$ cat src/rtl/qspi_pkg.sv
`default_nettype none
// ============================================================================
// Module      : qspi_pkg
// Description : Shared constants, FSM state encoding and CCR word builder
//               for the QSPI execute-in-place read controller.
// Revision    : 1.0 - initial release
// ============================================================================
package qspi_pkg;

    // QSPI master register map (byte offsets on the register port)
    localparam logic [5:0]  c_REG_CCR = 6'h00;
    localparam logic [5:0]  c_REG_ADR = 6'h04;
    localparam logic [5:0]  c_REG_DR0 = 6'h08;
    localparam logic [5:0]  c_REG_STA = 6'h28;

    // Flash command code for a plain read
    localparam logic [7:0]  c_CMD_READ = 8'h03;

    // STA bit 0: low while a transfer runs, high once chip select is released
    localparam int          c_STA_CS_IDLE_BIT = 0;

    // Data returned with an error response
    localparam logic [31:0] c_ERR_DATA = 32'hDEADBEEF;

    // ABORT is only reachable when the poll timeout is compiled in
    typedef enum logic [3:0] {
        ST_IDLE      = 4'd0,
        ST_HIT       = 4'd1,
        ST_WR_ADR    = 4'd2,
        ST_WR_CCR    = 4'd3,
        ST_POLL_BUSY = 4'd4,
        ST_POLL_DONE = 4'd5,
        ST_RD_DR     = 4'd6,
        ST_RESP      = 4'd7,
        ST_ABORT     = 4'd8
    } xip_state_e;

    // CCR layout: [31] abort, [30:25] SCLK divider, [7:0] command
    function automatic logic [31:0] ccr_word(input logic abort, input logic [5:0] div);
        return {abort, div, 17'h0, c_CMD_READ};
    endfunction

endpackage
`default_nettype wire

$ cat src/rtl/qspi_xip_poll_timer.sv
`default_nettype none
// ============================================================================
// Module      : qspi_xip_poll_timer
// Description : Saturating cycle counter bounding the status-poll loop.
//               expired_o is high during the TIMEOUT_CYCLES-th enabled cycle.
//               Instantiated only when QSPI_XIP_TIMEOUT_EN is defined.
// Revision    : 1.0 - initial release
// ============================================================================
module qspi_xip_poll_timer #(
    parameter int TIMEOUT_CYCLES = 4096
) (
    input  logic clk_i,
    input  logic rst_i,
    input  logic clear_i,
    input  logic enable_i,
    output logic expired_o
);

    localparam int c_CNT_W = $clog2(TIMEOUT_CYCLES + 1);

    logic [c_CNT_W-1:0] count_q;
    logic [c_CNT_W-1:0] count_d;

    assign expired_o = enable_i && (count_q == c_CNT_W'(TIMEOUT_CYCLES - 1));

    // Next count: clear wins, otherwise advance while enabled until expiry
    always_comb begin
        count_d = count_q;
        if (clear_i) begin
            count_d = '0;
        end else if (enable_i && !expired_o) begin
            count_d = count_q + 1'b1;
        end
    end

    // Counter register
    always_ff @(posedge clk_i) begin
        if (rst_i) begin
            count_q <= '0;
        end else begin
            count_q <= count_d;
        end
    end

endmodule
`default_nettype wire

$ cat src/rtl/qspi_xip_ctrl.sv
`default_nettype none
// ============================================================================
// Module      : qspi_xip_ctrl
// Description : Execute-in-place read front end. Serves 32-bit reads from a
//               one-word buffer, and on a miss drives the QSPI master's
//               register port (ADR, CCR, poll STA, read DR0).
//               Optional: QSPI_XIP_TIMEOUT_EN adds a poll timeout that aborts
//               the transfer and returns an error response.
// Revision    : 1.0 - initial release
// ============================================================================
module qspi_xip_ctrl
    import qspi_pkg::*;
#(
    parameter logic [5:0] CLK_DIV        = 6'd2,
    parameter int          TIMEOUT_CYCLES = 4096
) (
    input  logic        clk_i,
    input  logic        rst_i,
    input  logic        req_valid_i,
    output logic        req_ready_o,
    input  logic [23:0] req_addr_i,
    output logic        rsp_valid_o,
    output logic [31:0] rsp_data_o,
    output logic        rsp_err_o,
    output logic        qspi_write_o,
    output logic [3:0]  qspi_be_o,
    output logic [5:0]  qspi_addr_o,
    output logic [31:0] qspi_wdata_o,
    input  logic [31:0] qspi_rdata_i
);

    xip_state_e  state_q,    state_d;
    logic [21:0] word_q,     word_d;      // word address of the request in flight
    logic [21:0] tag_q,      tag_d;
    logic [31:0] buf_q,      buf_d;
    logic        buf_vld_q,  buf_vld_d;
    logic [31:0] rsp_data_q, rsp_data_d;

    logic        w_hit;
    logic        w_sta_idle;
    logic        w_unused_addr_lsb;

    // Byte lanes within the word are irrelevant: reads are always whole words
    assign w_unused_addr_lsb = ^req_addr_i[1:0];

    assign w_hit      = buf_vld_q && (tag_q == req_addr_i[23:2]);
    assign w_sta_idle = qspi_rdata_i[c_STA_CS_IDLE_BIT];
    assign rsp_data_o = rsp_data_q;

`ifdef QSPI_XIP_TIMEOUT_EN
    logic err_q, err_d;
    logic w_polling;
    logic w_tmo_expired;

    assign w_polling = (state_q == ST_POLL_BUSY) || (state_q == ST_POLL_DONE);
    assign rsp_err_o = (state_q == ST_RESP) && err_q;

    qspi_xip_poll_timer #(
        .TIMEOUT_CYCLES (TIMEOUT_CYCLES)
    ) u_poll_timer (
        .clk_i     (clk_i),
        .rst_i     (rst_i),
        .clear_i   (!w_polling),
        .enable_i  (w_polling),
        .expired_o (w_tmo_expired)
    );
`else
    localparam int c_unused_timeout_cycles = TIMEOUT_CYCLES;
    assign rsp_err_o = 1'b0;
`endif

    // Next-state, register-port drive and buffer/response updates
    always_comb begin
        state_d      = state_q;
        word_d       = word_q;
        tag_d        = tag_q;
        buf_d        = buf_q;
        buf_vld_d    = buf_vld_q;
        rsp_data_d   = rsp_data_q;
`ifdef QSPI_XIP_TIMEOUT_EN
        err_d        = err_q;
`endif
        req_ready_o  = 1'b0;
        rsp_valid_o  = 1'b0;
        qspi_write_o = 1'b0;
        qspi_be_o    = 4'h0;
        qspi_addr_o  = 6'h00;
        qspi_wdata_o = 32'h0;

        case (state_q)
            ST_IDLE: begin
                req_ready_o = 1'b1;
                if (req_valid_i) begin
                    word_d = req_addr_i[23:2];
                    if (w_hit) begin
                        rsp_data_d = buf_q;
                        state_d    = ST_HIT;
                    end else begin
                        state_d    = ST_WR_ADR;
                    end
                end
            end
            ST_HIT: begin
                rsp_valid_o = 1'b1;
                state_d     = ST_IDLE;
            end
            ST_WR_ADR: begin
                qspi_write_o = 1'b1;
                qspi_be_o    = 4'hF;
                qspi_addr_o  = c_REG_ADR;
                qspi_wdata_o = {8'h00, word_q, 2'b00};
                state_d      = ST_WR_CCR;
            end
            ST_WR_CCR: begin
                qspi_write_o = 1'b1;
                qspi_be_o    = 4'hF;
                qspi_addr_o  = c_REG_CCR;
                qspi_wdata_o = ccr_word(1'b0, CLK_DIV);
                state_d      = ST_POLL_BUSY;
            end
            ST_POLL_BUSY: begin
                qspi_be_o   = 4'h1;
                qspi_addr_o = c_REG_STA;
                if (!w_sta_idle) begin
                    state_d = ST_POLL_DONE;
                end
`ifdef QSPI_XIP_TIMEOUT_EN
                else if (w_tmo_expired) begin
                    state_d = ST_ABORT;
                end
`endif
            end
            ST_POLL_DONE: begin
                qspi_be_o   = 4'h1;
                qspi_addr_o = c_REG_STA;
                if (w_sta_idle) begin
                    state_d = ST_RD_DR;
                end
`ifdef QSPI_XIP_TIMEOUT_EN
                else if (w_tmo_expired) begin
                    state_d = ST_ABORT;
                end
`endif
            end
            ST_RD_DR: begin
                qspi_be_o   = 4'hF;
                qspi_addr_o = c_REG_DR0;
                buf_d       = qspi_rdata_i;
                tag_d       = word_q;
                buf_vld_d   = 1'b1;
                rsp_data_d  = qspi_rdata_i;
`ifdef QSPI_XIP_TIMEOUT_EN
                err_d       = 1'b0;
`endif
                state_d     = ST_RESP;
            end
            ST_RESP: begin
                rsp_valid_o = 1'b1;
                state_d     = ST_IDLE;
            end
`ifdef QSPI_XIP_TIMEOUT_EN
            ST_ABORT: begin
                qspi_write_o = 1'b1;
                qspi_be_o    = 4'hF;
                qspi_addr_o  = c_REG_CCR;
                qspi_wdata_o = ccr_word(1'b1, CLK_DIV);
                buf_vld_d    = 1'b0;
                rsp_data_d   = c_ERR_DATA;
                err_d        = 1'b1;
                state_d      = ST_RESP;
            end
`endif
            default: begin
                state_d = ST_IDLE;
            end
        endcase
    end

    // State, buffer and response registers
    always_ff @(posedge clk_i) begin
        if (rst_i) begin
            state_q    <= ST_IDLE;
            word_q     <= '0;
            tag_q      <= '0;
            buf_q      <= '0;
            buf_vld_q  <= 1'b0;
            rsp_data_q <= '0;
`ifdef QSPI_XIP_TIMEOUT_EN
            err_q      <= 1'b0;
`endif
        end else begin
            state_q    <= state_d;
            word_q     <= word_d;
            tag_q      <= tag_d;
            buf_q      <= buf_d;
            buf_vld_q  <= buf_vld_d;
            rsp_data_q <= rsp_data_d;
`ifdef QSPI_XIP_TIMEOUT_EN
            err_q      <= err_d;
`endif
        end
    end

endmodule
`default_nettype wire

$ cat config.mk
export PLATFORM = sky130hd
export DESIGN_NAME = qspi_xip_ctrl
export DESIGN_NICKNAME = d
export VERILOG_FILES = /design/src/rtl/qspi_pkg.sv /design/src/rtl/qspi_xip_poll_timer.sv /design/src/rtl/qspi_xip_ctrl.sv
export SDC_FILE = /design/constraint.sdc
export NUM_CORES = 1
export LEC_CHECK = 0
export ABC_AREA = 1
export CAP_MARGIN = 10
export CORE_MARGIN = 2
export CORE_UTILIZATION = 48
export DETAILED_ROUTE_END_ITERATION = 16
export HOLD_SLACK_MARGIN = 0.12
export PLACE_DENSITY = 0.8
export SLEW_MARGIN = 20
export SYNTH_ARGS = -nofsm -noshare
export SYNTH_HDL_FRONTEND = slang
export SYNTH_HIERARCHICAL = 1
export SYNTH_SLANG_ARGS = --single-unit
$ cat constraint.sdc
create_clock -name clk_i -period 1.6 [get_ports clk_i]
set_input_delay 0.32 -clock clk_i [delete_from_list [all_inputs] [get_ports clk_i]]
set_output_delay 0.32 -clock clk_i [all_outputs]
set_load 0.03 [all_outputs]
==> results of run 1 <==
[area by class of cell]
class	count	area [um^2]	area share
sequential	112	2270	0.306
tap	133	166	0.0224
multi-input combinational	422	2480	0.334
timing repair buffer	183	2050	0.276
clock inverter	6	55.1	0.00741
inverter	69	269	0.0362
clock buffer	10	138	0.0185
[power breakdown]
part           switching, W  total, W  internal (W)  leakage (nW)
logic               0.00325   0.00579       0.00254          2.17
registers          0.000245   0.00348       0.00324         0.922
clock network       0.00103   0.00168      0.000649         0.100
[Yosys cell counts]
cell type	count
inv_2	2
buf_4	22
nor2_1	106
a21oi_1	77
clkbuf_1	21
o2111ai_1	1
buf_6	4
conb_1	1
nand3_1	38
nor3_4	1
mux2i_1	32
o21a_1	3
dfxtp_1	112
nor2_2	1
inv_1	67
xnor2_1	1
nor3_1	2
nand2_1	103
o21ai_0	46
buf_2	8
[logic make-up after synthesis]
group,count (synthesis),share of synthesized area
and+or+nand+nor,251,0.209
AOI/OAI and AO/OA,127,0.134
buffers and inverters,124,0.122
DFF,112,0.465
muxes,32,0.0665
xor gates and xnor gates,1,0.00182
other,1,0.000778
[state kept, by name, summed over array words and instances, names as in the netlist]
signal / count
buf_vld_q: 1
state_q: 3
buf_q: 32
tag_q: 22
word_q: 22
rsp_data_o: 32
[metrics by stage]
step           area, um^2  worst slack [ns]  hold slack (ns)
2_1_floorplan        5050            -0.233            0.441
3_3_place_gp         6330            -0.532            0.452
3_5_place_dp         6330            -0.582            0.468
4_1_cts              6960            -0.171            0.404
5_1_grt              7430            -0.270            0.428
6_report             7430            -0.193            0.413
[worst min path at each step]
stage	start	end	slack, ns
6_report	req_addr_i[19]	word_q[17]	0.41
3_3_place_gp	buf_vld_q	buf_vld_q	0.45
4_1_cts	req_addr_i[19]	word_q[17]	0.40
5_1_grt	req_addr_i[19]	word_q[17]	0.43
2_1_floorplan	buf_vld_q	buf_vld_q	0.44
3_5_place_dp	rsp_data_o[15]	rsp_data_o[15]	0.47
[worst min-delay path, stage by stage]
cell and delay (ns):
dlygate4sd2_1 0.23, o21ai_0 0.09, a21oi_1 0.11
[what timing repair did]
item                       4_1_cts  5_1_grt
resized for setup              121       82
setup endpoints to repair      106       80
pin swaps                       19       24
gates cloned                     6        6
buffers inserted                11        8
[per-layer routing]
metal  track usage  wire (um)  up-vias
met2         0.383       7170      198
met1         0.303       6160     2258
met4        0.0869        378        0
li1              -          -     2337
met3        0.0307        690       31
met5             0          0        -
==> out/results.txt, run 1 <==
Clock latency on the worst-skew pair - 0.37 ns
Fin. max-slew vios - 0
Crit path max-delay family - buffers and inverters
Syn Area/Cell - 7.43 um^2
Worst r2r path cells - 14
Critical path fanouts, max - 5
Die Span Y - 104 um
Die area - 0.0109 mm^2
Crit. Startpoint - state_q[0]
Min Tclk post-route - 1.79 ns
CTS buffer count - 9
Yosys warning total - 6
Maximum Capacitance Violations - 0
Dpl hpwl - 8390 um
Mapped Area - 0.00482 mm^2
Vias - 4824
Status - complete, but fails checks
Layout Nets - 856
Drt pass-1 iters - 5
Core Region - 0.00977 mm^2
All-Layer GR Usage - 0.230
Vias per cell - 5.16
Iter 0 DRT Violations - 276
# IOs - 137
LEAKAGE - 3.20 nW
Initial Util - 0.493
Critical-path cell list - inv_2 > nand2_4 > nor2_4 > inv_4 > buf_16 > nor2_4 > buf_6
Antenna violations before repair - 0
Root buf cell - clkbuf_8
Failing checks - setup timing
Antenna Cells - 0
Sequential area share after synthesis - 0.465
Worst path depth - 7
Yosys cell types - 20
Final setup viols - 51
Vias in the first global route - 4332
Yosys top cell area share - 0.465
Min setup slack post-route - -0.193 ns
Die width - 104 um
Worst setup EP type - primary output
Cts hold-fix bufs - 0
Final ANT Viol Nets - 0
Clock net sink count - 112
Commonest non-fill, non-tap cell in the layout - dfxtp_1
Cells after Synth - 648
CTS clk-pin slew, worst paths - 0.11 ns
Synthesized flop and latch total - 112
CP required - 1.28 ns
Achievable Freq - 0.558 GHz
Hold Fails Final Rpt - 0
Final WL - 14400 um
DRC viols - 0
Final core utilization - 0.760
Worst setup endpoint - qspi_wdata_o[15]
Congestion Overflow GR - 0
Crit start category - flop
Layout cells sized above 1 - 0.283
Fill cells - 648
Synth-to-layout area growth - 54.3%
Tcrit/Tclk final - 1.12
Largest area contributor in the synthesized netlist - dfxtp_1
Placed insts - 890
Rows - 36
PwrDens - 1470 mW/mm^2
Peak supply drop - 0.887 mV
Setup total negative slack - -5.88 ns
Final Power - 0.0110 W
Reg2reg end - rsp_data_o[27]
WS Path Type - flop to primary output
RSZ-0062 raised after global routing - yes
Crit Reg-Reg Startpoint - tag_q[8]
Buf/Inv on CP - 4
Placer congestion estimate - 0.825
Drt wl/cell - 15.4 um
Worst Hold Depth - 3
Worst Hold Class - input port to flop
TritonCTS clock tree - done
CP dominant cell by count - nor2_4
H-tree depth - 3
Worst path max stage delay - 0.34 ns
CP max-delay cell - dfxtp_2
Flop-to-flop setup slack - -0.13 ns
Worst Path Arrival - 1.47 ns
First-pass GRT wire length - 20500 um
Post-layout instance count excluding filler cells - 935
Setup Skew - 0.0177 ns
Largest net degree at the start of global routing - 46
Top post-synthesis cells by area - dfxtp_1 (47%), nor2_1 (8.3%), nand2_1 (8.0%)
Worst-case clock buffer depth - 2
Most frequent cells in the layout - dfxtp_1 (93), nand2_1 (89), nor2_1 (77), a21oi_1 (72), inv_1 (58)
Port buffer count - 123
No activity file was read; power rests on OpenSTA's default activity.
==> inputs of run 2 (changes only) <==
CTS_CLUSTER_SIZE = 24   (was default)
REMOVE_ABC_BUFFERS = 1   (was default)
==> out/results.txt, run 2 (synthesis gave the netlist of run 1 again) <==
Status - complete, but fails checks
Failing checks - setup timing
Crit start category - flop
Largest net degree at the start of global routing - 54 (+17%)
Die Span Y - 104 um (unchanged)
Vias per cell - 5.30 (+2.6%)
Fill cells - 668 (+3.1%)
RSZ-0062 raised after global routing - yes
Worst slack, placed - -0.564 ns (+0.0186 ns)
WS Path Type - flop to flop
PwrDens - 1560 mW/mm^2 (+5.7%)
Hold Fails Final Rpt - 0 (unchanged)
CTS buffer count - 9 (unchanged)
Drt wl/cell - 17.3 um (+12%)
Fin. max-slew vios - 0 (unchanged)
Vias in the first global route - 4528 (+4.5%)
Fin Hold WS - 0.280 ns (-0.133 ns)
Tcrit/Tclk final - 1.20 (+0.0783)
Crit path max-delay family - buffers and inverters
Die width - 104 um (unchanged)
Setup Skew - 0.0212 ns (+0.00356 ns)
Critical path fanouts, max - 5 (unchanged)
Placer congestion estimate - 0.805 (-2.5%)
Core Region - 0.00977 mm^2 (unchanged)
Achievable Freq - 0.521 GHz (-6.5%)
Worst Path Arrival - 2.19 ns (+0.72 ns)
Antenna violations before repair - 0 (unchanged)
DRC viols - 0 (unchanged)
Iter 0 DRT Violations - 260 (-5.8%)
H-tree depth - 3 (unchanged)
Layout cells sized above 1 - 0.295 (+0.0123)
Buf/Inv on CP - 6 (+2)
Vias - 4935 (+2.3%)
Critical-path cell list - buf_4 > buf_6 > nor3_4 > buf_4 > nand2_4 > buf_12 > buf_12 > clkbuf_16 > a21oi_1 > nor2_1
Dpl hpwl - 8130 um (-3.2%)
Worst setup EP type - flop
Synth-to-layout area growth - 58.2%
Worst-case clock buffer depth - 2 (unchanged)
Commonest non-fill, non-tap cell in the layout - dfxtp_1
All-Layer GR Usage - 0.245 (+0.0157)
Congestion Overflow GR - 0 (unchanged)
Drt pass-1 iters - 5 (unchanged)
Initial Util - 0.493 (unchanged)
# IOs - 137 (unchanged)
Peak supply drop - 1.13 mV (+27%)
Most frequent cells in the layout - dfxtp_1 (98), nand2_1 (95), nor2_1 (80), inv_1 (61), a21oi_1 (59)
CP max-delay cell - dfxtp_2
Maximum Capacitance Violations - 0 (unchanged)
Final core utilization - 0.780 (+0.0192)
Clock net sink count - 112 (unchanged)
LEAKAGE - 3.27 nW (+2.4%)
Final instance area - 0.00762 mm^2 (+2.5%)
Min setup slack post-route - -0.318 ns (-0.125 ns)
Die area - 0.0109 mm^2 (unchanged)
Port buffer count - 123 (unchanged)
TritonCTS clock tree - done
CP required - 1.87 ns (+0.59 ns)
CTS clk-pin slew, worst paths - 0.12 ns (about the same)
Clock latency on the worst-skew pair - 0.39 ns (+0.02 ns)
Antenna Cells - 0 (unchanged)
Final WL - 16100 um (+12%)
Post-placement cell area - 0.00610 mm^2 (-3.6%)
Worst path max stage delay - 0.35 ns (about the same)
Layout Nets - 854 (-0.23%)
Final setup viols - 78 (+53%)
Root buf cell - clkbuf_8
Min Tclk post-route - 1.92 ns (+0.125 ns)
Final ANT Viol Nets - 0 (unchanged)
Rows - 36 (unchanged)
First-pass GRT wire length - 21800 um (+6.2%)
Worst Hold Class - input port to flop
run 2: worst paths after layout:
kind	from	end	slack, ns	cells past startpoint
max reg2reg	state_q[0]	rsp_data_o[21]	-0.32	10
min reg2reg	buf_vld_q	buf_vld_q	0.48	1
max	state_q[0]	rsp_data_o[21]	-0.32	10
min	req_addr_i[20]	word_q[18]	0.28	3
run 2: area by class of cell:
cell class / instances / area, um^2 / share of cell area
timing repair buffer: 180 / 2160 / 0.283
clock inverter: 6 / 52.6 / 0.00690
multi-input combinational: 423 / 2590 / 0.340
inverter: 69 / 267 / 0.0350
sequential: 112 / 2260 / 0.297
tap: 133 / 166 / 0.0218
clock buffer: 9 / 124 / 0.0163
run 2: per-layer routing:
layer,routed length [um],share of wire,track usage,vias up
met5,0,0,0,-
met4,398,0.025,0.0627,0
met3,1260,0.078,0.0827,38
met2,8250,0.51,0.426,226
met1,6230,0.39,0.291,2329
li1,-,-,-,2342
run 2: report_power, final:
| group | internal [W] | switching, W |
|---|---|---|
| clock network | 0.000584 | 0.00102 |
| registers | 0.00324 | 0.000299 |
| logic | 0.00303 | 0.00370 |
| total | 0.00685 | 0.00502 |
run 2: what timing repair did:
action,in CTS,in global routing
hold buffers,0,0
gates resized for setup,156,124
pin swaps,14,39
cloned,7,12
setup endpoints to repair,110,81
setup buffers,14,10
run 2: metrics by stage:
stage / setup TNS (ns) / std cells / power, W
global placement: -14.91 / 880 / 0.00744
global route: -16.83 / 932 / 0.0123
CTS: -5.75 / 914 / 0.0103
finish: -12.19 / 932 / 0.0119
floorplan: -190.84 / 603 / 0.00584
detailed placement: -17.27 / 880 / 0.00756
run 2: worst min-delay path: cells and delay by family:
family / cells / cell delay, ns
AOI/OAI and AO/OA: 2 / 0.20
buffers and inverters: 1 / 0.12
